`config.mk`:
```
export PLATFORM = sky130hd
export DESIGN_NAME = key_input_conditioner
export DESIGN_NICKNAME = d
export VERILOG_FILES = /design/src/rtl/key_cond_pkg.sv /design/src/rtl/key_channel.sv /design/src/rtl/key_input_conditioner.sv
export SDC_FILE = /design/constraint.sdc
export NUM_CORES = 1
export LEC_CHECK = 0
export CAP_MARGIN = 20
export CORE_UTILIZATION = 55
export DETAILED_ROUTE_END_ITERATION = 10
export GPL_TIMING_DRIVEN = 1
export PLACE_DENSITY = 0.72
export SLEW_MARGIN = 20
export SYNTH_ARGS = -nofsm -noshare
export SYNTH_HDL_FRONTEND = slang
export SYNTH_SLANG_ARGS = --single-unit
```
`constraint.sdc`:
```
create_clock -name i_clk -period 4.8 [get_ports i_clk]
set_input_delay 0.72 -clock i_clk [delete_from_list [all_inputs] [get_ports i_clk]]
set_output_delay 0.72 -clock i_clk [all_outputs]
set_load 0.01 [all_outputs]
```
`src/rtl/key_cond_pkg.sv`:
```
// Shared types and helpers for the key input conditioner.
// Defines the per-key FSM state encoding and the counter width helper.
package key_cond_pkg;

  typedef enum logic [1:0] {
    RELEASED     = 2'd0,
    PRESS_PEND   = 2'd1,
    HELD         = 2'd2,
    RELEASE_PEND = 2'd3
  } key_state_t;

  function automatic int cnt_w(input int max);
    return $clog2(max + 1);
  endfunction

endpackage

```
`src/rtl/key_channel.sv`:
```
// One key channel: 2-FF synchroniser, debounce FSM, and the hold timers
// that produce long-press and auto-repeat pulses.
module key_channel
  import key_cond_pkg::*;
#(
  parameter int ACTIVE_LOW      = 1,
  parameter int DEBOUNCE_CYCLES = 1024,
  parameter int LONG_CYCLES     = 65536,
  parameter int REPEAT_DELAY    = 32768,
  parameter int REPEAT_PERIOD   = 8192
) (
  input  logic i_clk,
  input  logic i_rst,
  input  logic i_key,
  input  logic i_repeat_en,
  output logic o_level,
  output logic o_press,
  output logic o_release,
  output logic o_long,
  output logic o_repeat
);

  localparam int HOLD_MAX = (LONG_CYCLES > REPEAT_DELAY) ? LONG_CYCLES : REPEAT_DELAY;
  localparam int DEB_W    = cnt_w(DEBOUNCE_CYCLES);
  localparam int HOLD_W   = cnt_w(HOLD_MAX);
  localparam int REP_W    = cnt_w(REPEAT_PERIOD);

  localparam logic              IDLE_LVL      = (ACTIVE_LOW != 0) ? 1'b1 : 1'b0;
  localparam logic [DEB_W-1:0]  DEB_END       = DEB_W'(DEBOUNCE_CYCLES);
  localparam logic [HOLD_W-1:0] HOLD_TOP      = HOLD_W'(HOLD_MAX);
  localparam logic [HOLD_W-1:0] HOLD_LONG_PRE = HOLD_W'(LONG_CYCLES - 1);
  localparam logic [HOLD_W-1:0] HOLD_REP_PRE  = HOLD_W'(REPEAT_DELAY - 1);
  localparam logic [HOLD_W-1:0] HOLD_REP      = HOLD_W'(REPEAT_DELAY);
  localparam logic [REP_W-1:0]  REP_TOP       = REP_W'(REPEAT_PERIOD - 1);

  logic              r_sync1, r_sync2;
  key_state_t        r_state;
  logic [DEB_W-1:0]  r_deb_cnt;
  logic [HOLD_W-1:0] r_hold_cnt;
  logic [REP_W-1:0]  r_rep_cnt;

  logic              w_p;
  key_state_t        w_state_nxt;
  logic [DEB_W-1:0]  w_deb_nxt;
  logic [HOLD_W-1:0] w_hold_nxt, w_hold_inc;
  logic [REP_W-1:0]  w_rep_nxt, w_rep_inc;
  logic              w_timing, w_press, w_release, w_long, w_repeat;

  assign w_p = (ACTIVE_LOW != 0) ? ~r_sync2 : r_sync2;

  // Next-state, counter and pulse decode; pulses are judged against the state being entered.
  always_comb begin
    w_state_nxt = r_state;
    w_deb_nxt   = r_deb_cnt;
    w_hold_nxt  = r_hold_cnt;
    w_rep_nxt   = r_rep_cnt;
    w_timing    = 1'b0;
    w_press     = 1'b0;
    w_release   = 1'b0;
    if (r_hold_cnt == HOLD_TOP) begin
      w_hold_inc = r_hold_cnt;
    end else begin
      w_hold_inc = r_hold_cnt + HOLD_W'(1);
    end
    if (r_hold_cnt < HOLD_REP) begin
      w_rep_inc = '0;
    end else if (r_rep_cnt == REP_TOP) begin
      w_rep_inc = '0;
    end else begin
      w_rep_inc = r_rep_cnt + REP_W'(1);
    end
    case (r_state)
      RELEASED: begin
        w_hold_nxt = '0;
        w_rep_nxt  = '0;
        if (w_p) begin
          w_state_nxt = PRESS_PEND;
          w_deb_nxt   = DEB_W'(1);
        end else begin
          w_deb_nxt   = '0;
        end
      end
      PRESS_PEND: begin
        if (!w_p) begin
          w_state_nxt = RELEASED;
          w_deb_nxt   = '0;
        end else if (r_deb_cnt == DEB_END) begin
          w_state_nxt = HELD;
          w_deb_nxt   = '0;
          w_hold_nxt  = '0;
          w_rep_nxt   = '0;
          w_press     = 1'b1;
        end else begin
          w_deb_nxt   = r_deb_cnt + DEB_W'(1);
        end
      end
      HELD: begin
        w_timing   = 1'b1;
        w_hold_nxt = w_hold_inc;
        w_rep_nxt  = w_rep_inc;
        if (!w_p) begin
          w_state_nxt = RELEASE_PEND;
          w_deb_nxt   = DEB_W'(1);
        end else begin
          w_deb_nxt   = '0;
        end
      end
      RELEASE_PEND: begin
        w_timing   = 1'b1;
        w_hold_nxt = w_hold_inc;
        w_rep_nxt  = w_rep_inc;
        if (w_p) begin
          w_state_nxt = HELD;
          w_deb_nxt   = '0;
        end else if (r_deb_cnt == DEB_END) begin
          w_state_nxt = RELEASED;
          w_deb_nxt   = '0;
          w_hold_nxt  = '0;
          w_rep_nxt   = '0;
          w_release   = 1'b1;
        end else begin
          w_deb_nxt   = r_deb_cnt + DEB_W'(1);
        end
      end
      default: begin
        w_state_nxt = RELEASED;
        w_deb_nxt   = '0;
        w_hold_nxt  = '0;
        w_rep_nxt   = '0;
      end
    endcase
    w_long   = w_timing && (w_state_nxt == HELD) && (r_hold_cnt == HOLD_LONG_PRE);
    w_repeat = w_timing && (w_state_nxt == HELD) && i_repeat_en &&
               ((r_hold_cnt == HOLD_REP_PRE) || ((r_hold_cnt >= HOLD_REP) && (w_rep_inc == '0)));
  end

  // Synchroniser, FSM state, counters and registered outputs.
  always_ff @(posedge i_clk) begin
    if (i_rst) begin
      r_sync1    <= IDLE_LVL;
      r_sync2    <= IDLE_LVL;
      r_state    <= RELEASED;
      r_deb_cnt  <= '0;
      r_hold_cnt <= '0;
      r_rep_cnt  <= '0;
      o_level    <= 1'b0;
      o_press    <= 1'b0;
      o_release  <= 1'b0;
      o_long     <= 1'b0;
      o_repeat   <= 1'b0;
    end else begin
      r_sync1    <= i_key;
      r_sync2    <= r_sync1;
      r_state    <= w_state_nxt;
      r_deb_cnt  <= w_deb_nxt;
      r_hold_cnt <= w_hold_nxt;
      r_rep_cnt  <= w_rep_nxt;
      o_level    <= (w_state_nxt == HELD) || (w_state_nxt == RELEASE_PEND);
      o_press    <= w_press;
      o_release  <= w_release;
      o_long     <= w_long;
      o_repeat   <= w_repeat;
    end
  end

endmodule

```
`src/rtl/key_input_conditioner.sv`:
```
// N-key front-panel conditioner: one independent key_channel per key plus
// an any-key-held summary.
module key_input_conditioner
  import key_cond_pkg::*;
#(
  parameter int N_KEYS          = 4,
  parameter int ACTIVE_LOW      = 1,
  parameter int DEBOUNCE_CYCLES = 1024,
  parameter int LONG_CYCLES     = 65536,
  parameter int REPEAT_DELAY    = 32768,
  parameter int REPEAT_PERIOD   = 8192
) (
  input  logic              i_clk,
  input  logic              i_rst,
  input  logic [N_KEYS-1:0] i_keys,
  input  logic [N_KEYS-1:0] i_repeat_en,
  output logic [N_KEYS-1:0] o_level,
  output logic [N_KEYS-1:0] o_press,
  output logic [N_KEYS-1:0] o_release,
  output logic [N_KEYS-1:0] o_long,
  output logic [N_KEYS-1:0] o_repeat,
  output logic              o_any_held
);

  for (genvar g = 0; g < N_KEYS; g++) begin : g_ch
    key_channel #(
      .ACTIVE_LOW      (ACTIVE_LOW),
      .DEBOUNCE_CYCLES (DEBOUNCE_CYCLES),
      .LONG_CYCLES     (LONG_CYCLES),
      .REPEAT_DELAY    (REPEAT_DELAY),
      .REPEAT_PERIOD   (REPEAT_PERIOD)
    ) u_ch (
      .i_clk       (i_clk),
      .i_rst       (i_rst),
      .i_key       (i_keys[g]),
      .i_repeat_en (i_repeat_en[g]),
      .o_level     (o_level[g]),
      .o_press     (o_press[g]),
      .o_release   (o_release[g]),
      .o_long      (o_long[g]),
      .o_repeat    (o_repeat[g])
    );
  end

  assign o_any_held = |o_level;

endmodule
```
==> metrics.csv <==
stage,metric,value,unit
synth,synth_area_per_cell,8.38,um^2
detailed_routing,wl_per_cell,14.0,um
worst_setup_path,cp-start-kind,register,
die,rows,50,
synth,synth_top_area_frac,0.390,
timing,fin_crit_sh,0.564,
worst_setup_path,cp.arrival,3140,ps
die,die_w,140,um
worst_setup_path,r2r_slack,2090,ps
cells_and_area,final-seq-area,4080,um^2
worst_setup_path,path_max_fanout,14,
clock_network,clkSinkCount,204,
clock_network,cts.clk_slew.worst_paths,60,ps
cells_and_area,final_nets,1268,
worst_setup_path,crit_required,5230,ps
synth,synth_edf_count,0,
worst_setup_path,r2r_end,g_ch[0].u_ch.r_rep_cnt[13],
timing,fmax,369,MHz
worst_setup_path,critPathKind,reg2reg,
place,place.detailed.instances,1444,
place,place.gp.congestion,0.854,
timing,rsz0062_at_grt,no,
synth,syn-cell-area,10500,um^2
worst_hold_path,hp-class,reg2reg,
global_route,antenna_found_initial,0,
clock_network,cts_htree_levels,1,
worst_setup_path,reg2reg_from,g_ch[0].u_ch.r_deb_cnt[0],
synth,yosys-top-cells-area,"dfxtp_1, nor2_1, xor2_1",
die,io_pins,31,
synth,syn_nets,1283,
worst_setup_path,endpoint,g_ch[0].u_ch.r_rep_cnt[13],
detailed_routing,wl,20.7,mm
power,peakVddDrop,196,uV
synth,yosys_warnings,0,
cells_and_area,drive_above_1_share,0.0672,
detailed_routing,drc,0,
timing,final.setup.tns,0,ps
detailed_routing,drt_first_iter_violations,472,
cells_and_area,final-instance-count-excl-fill,1484,
clock_network,numCtsBuffers,22,
timing,slew_headroom,0.428,
detailed_routing,vias,8513,
worst_setup_path,end_kind,register,
clock_network,cts_buffer_depth,3,
synth,synthTopCellsByCount,"dfxtp_1, nor2_1, nand2_1",
detailed_routing,ant_nets,0,
timing,skew,7.35,ps
die,core_area,18700,um^2
timing,period_minus_slack,2710,ps
cells_and_area,multi_input_area,5810,um^2
cells_and_area,area_growth,9.24,%
die,die-area,19600,um^2
cells_and_area,fillers,1645,
worst_setup_path,cp-startpoint,g_ch[0].u_ch.r_deb_cnt[0],
die,start_util,0.559,
die,die_h,140,um
detailed_routing,post_drt_via_cell_ratio,5.74,
synth,async_flop_share,0,
synth,synth_flop_cell,dfxtp_1,
clock_network,cts_resized,0,
place,placement.io_buffers,30,
place,hpwl,14.2,mm
synth,synth_seq_cells,204,
clock_network,cts_tree,built,
global_route,grt_pass1_wl,36.0,mm
timing,worst_pin_slew,856,ps
timing,final-hold-violation-count,0,
global_route,grt_max_degree,44,
clock_network,clock_latency,500,ps
clock_network,cts_setup_buffers,0,
global_route,grt_pass1_vias,7764,
synth,synthCells,1249,
timing,setup_viol,0,
power,leakagePower,3.90,nW
timing,final_max_slew_viol_count,0,
detailed_routing,drtPass1Iterations,6,
synth,yosys.area.top_type,dfxtp_1,
worst_setup_path,r2r_cells,8,
cells_and_area,diodes,0,
power,cellPowerDensity,308,nW/um^2
job,drv_cap,0,
synth,yosysMostFrequentCell,dfxtp_1,
synth,synth.yosys.seq_area_share,0.390,
run_status,status,finished clean,
clock_network,root_buffer,clkbuf_16,
clock_network,ctsHoldBuffers,0,
global_route,grt-ovfl-total,0,
global_route,grt_usage,0.215,
synth,synth.distinct_cells,79,
[power breakdown]
group          total, mW  switching [mW]  internal [mW]
Combinational     0.0528          0.0340         0.0187
Clock               1.76           0.679           1.08
Sequential          1.70         0.00604           1.70
Total               3.52           0.719           2.80
[critical path, cell delays in order (launching register included)]
cell and delay [ps]:
dfxtp_1 400, inv_1 70, ha_1 180, nor4b_1 150, a41o_1 330, a211oi_2 700
nand2_1 190, or4_1 450, a21oi_1 150
[through the flow]
stage | power [mW] | utilization | worst slack [ps] | hold WS (ps) | area [um^2]
after global routing | 3.65 | 0.611 | 1880 | 432 | 11400
after detailed placement | 1.80 | 0.570 | 2140 | 396 | 10700
after CTS | 3.57 | 0.611 | 2120 | 411 | 11400
final | 3.52 | 0.611 | 2090 | 411 | 11400
after global placement | 1.79 | 0.570 | 2220 | 401 | 10700
after floorplan | 1.78 | - | 2690 | 389 | 10500
[area by class of cell]
cell class	count	share of cell area
Clock buffer	27	0.0543
Inverter	44	0.0144
Sequential cell	204	0.357
Tap cell	234	0.0256
Multi-Input combinational cell	930	0.509
Clock inverter	13	0.0127
Timing Repair Buffer	32	0.0271
[placed cells by master (no fill, tap or decap), types with 4 or more instances in the layout]
cell type / n
a31oi_1: 14
or2_2: 13
a21oi_1: 49
o311a_1: 4
a311oi_1: 15
nand2_1: 86
a22oi_1: 7
dfxtp_1: 204
xor2_1: 65
o31ai_1: 6
ha_1: 24
nor2_1: 190
nand2b_1: 5
nor4_1: 22
nand4_1: 35
nand3_1: 83
clkinv_2: 8
or4_1: 5
nor3_1: 30
xnor2_1: 44
nor2b_1: 4
or3_1: 9
a21o_1: 4
clkdlybuf4s50_1: 29
a41o_1: 6
nor4b_1: 17
o21ai_0: 32
nand3b_1: 5
inv_1: 44
and2_1: 26
and3_1: 41
o211ai_1: 4
nor3b_1: 7
clkbuf_16: 23
and4_1: 12
mux2i_1: 8
[state kept, by name, indices dropped and copies added (netlist names)]
signal                count
g_ch.u_ch.o_level         4
g_ch.u_ch.r_deb_cnt      44
g_ch.u_ch.r_rep_cnt      56
g_ch.u_ch.r_sync1         4
g_ch.u_ch.o_release       4
g_ch.u_ch.o_repeat        4
g_ch.u_ch.o_press         4
g_ch.u_ch.r_state         8
g_ch.u_ch.o_long          4
g_ch.u_ch.r_sync2         4
g_ch.u_ch.r_hold_cnt     68
[how the worst min path moves through the flow]
stage | cells after the start | slack, ps | to | startpoint
floorplan | 1 | 390 | g_ch[0].u_ch.r_sync2 | g_ch[0].u_ch.r_sync1
global placement | 1 | 400 | g_ch[0].u_ch.r_sync2 | g_ch[0].u_ch.r_sync1
detailed placement | 1 | 400 | g_ch[0].u_ch.r_sync2 | g_ch[0].u_ch.r_sync1
CTS | 1 | 410 | g_ch[2].u_ch.r_sync2 | g_ch[2].u_ch.r_sync1
global route | 2 | 430 | g_ch[1].u_ch.r_rep_cnt[0] | i_rst
finish | 1 | 410 | g_ch[2].u_ch.r_sync2 | g_ch[2].u_ch.r_sync1
[cell families after synthesis]
| group | Yosys count | share of synthesized area |
|---|---|---|
| buffers and inverters | 115 | 0.0551 |
| and+or+nand+nor | 611 | 0.305 |
| adders and majority gates | 24 | 0.0287 |
| AOI/OAI and AO/OA | 177 | 0.120 |
| DFF | 204 | 0.390 |
| muxes | 9 | 0.00909 |
| xor gates and xnor gates | 109 | 0.0912 |
[layer usage]
layer / GRT usage / routed length, um / vias up
met5: 0 / 0 / -
met4: 0.0549 / 325 / 0
met3: 0.0328 / 845 / 33
met2: 0.361 / 9580 / 144
met1: 0.289 / 9970 / 3952
li1: - / - / 4384
Note: power is estimated with default switching activity, not from simulation.
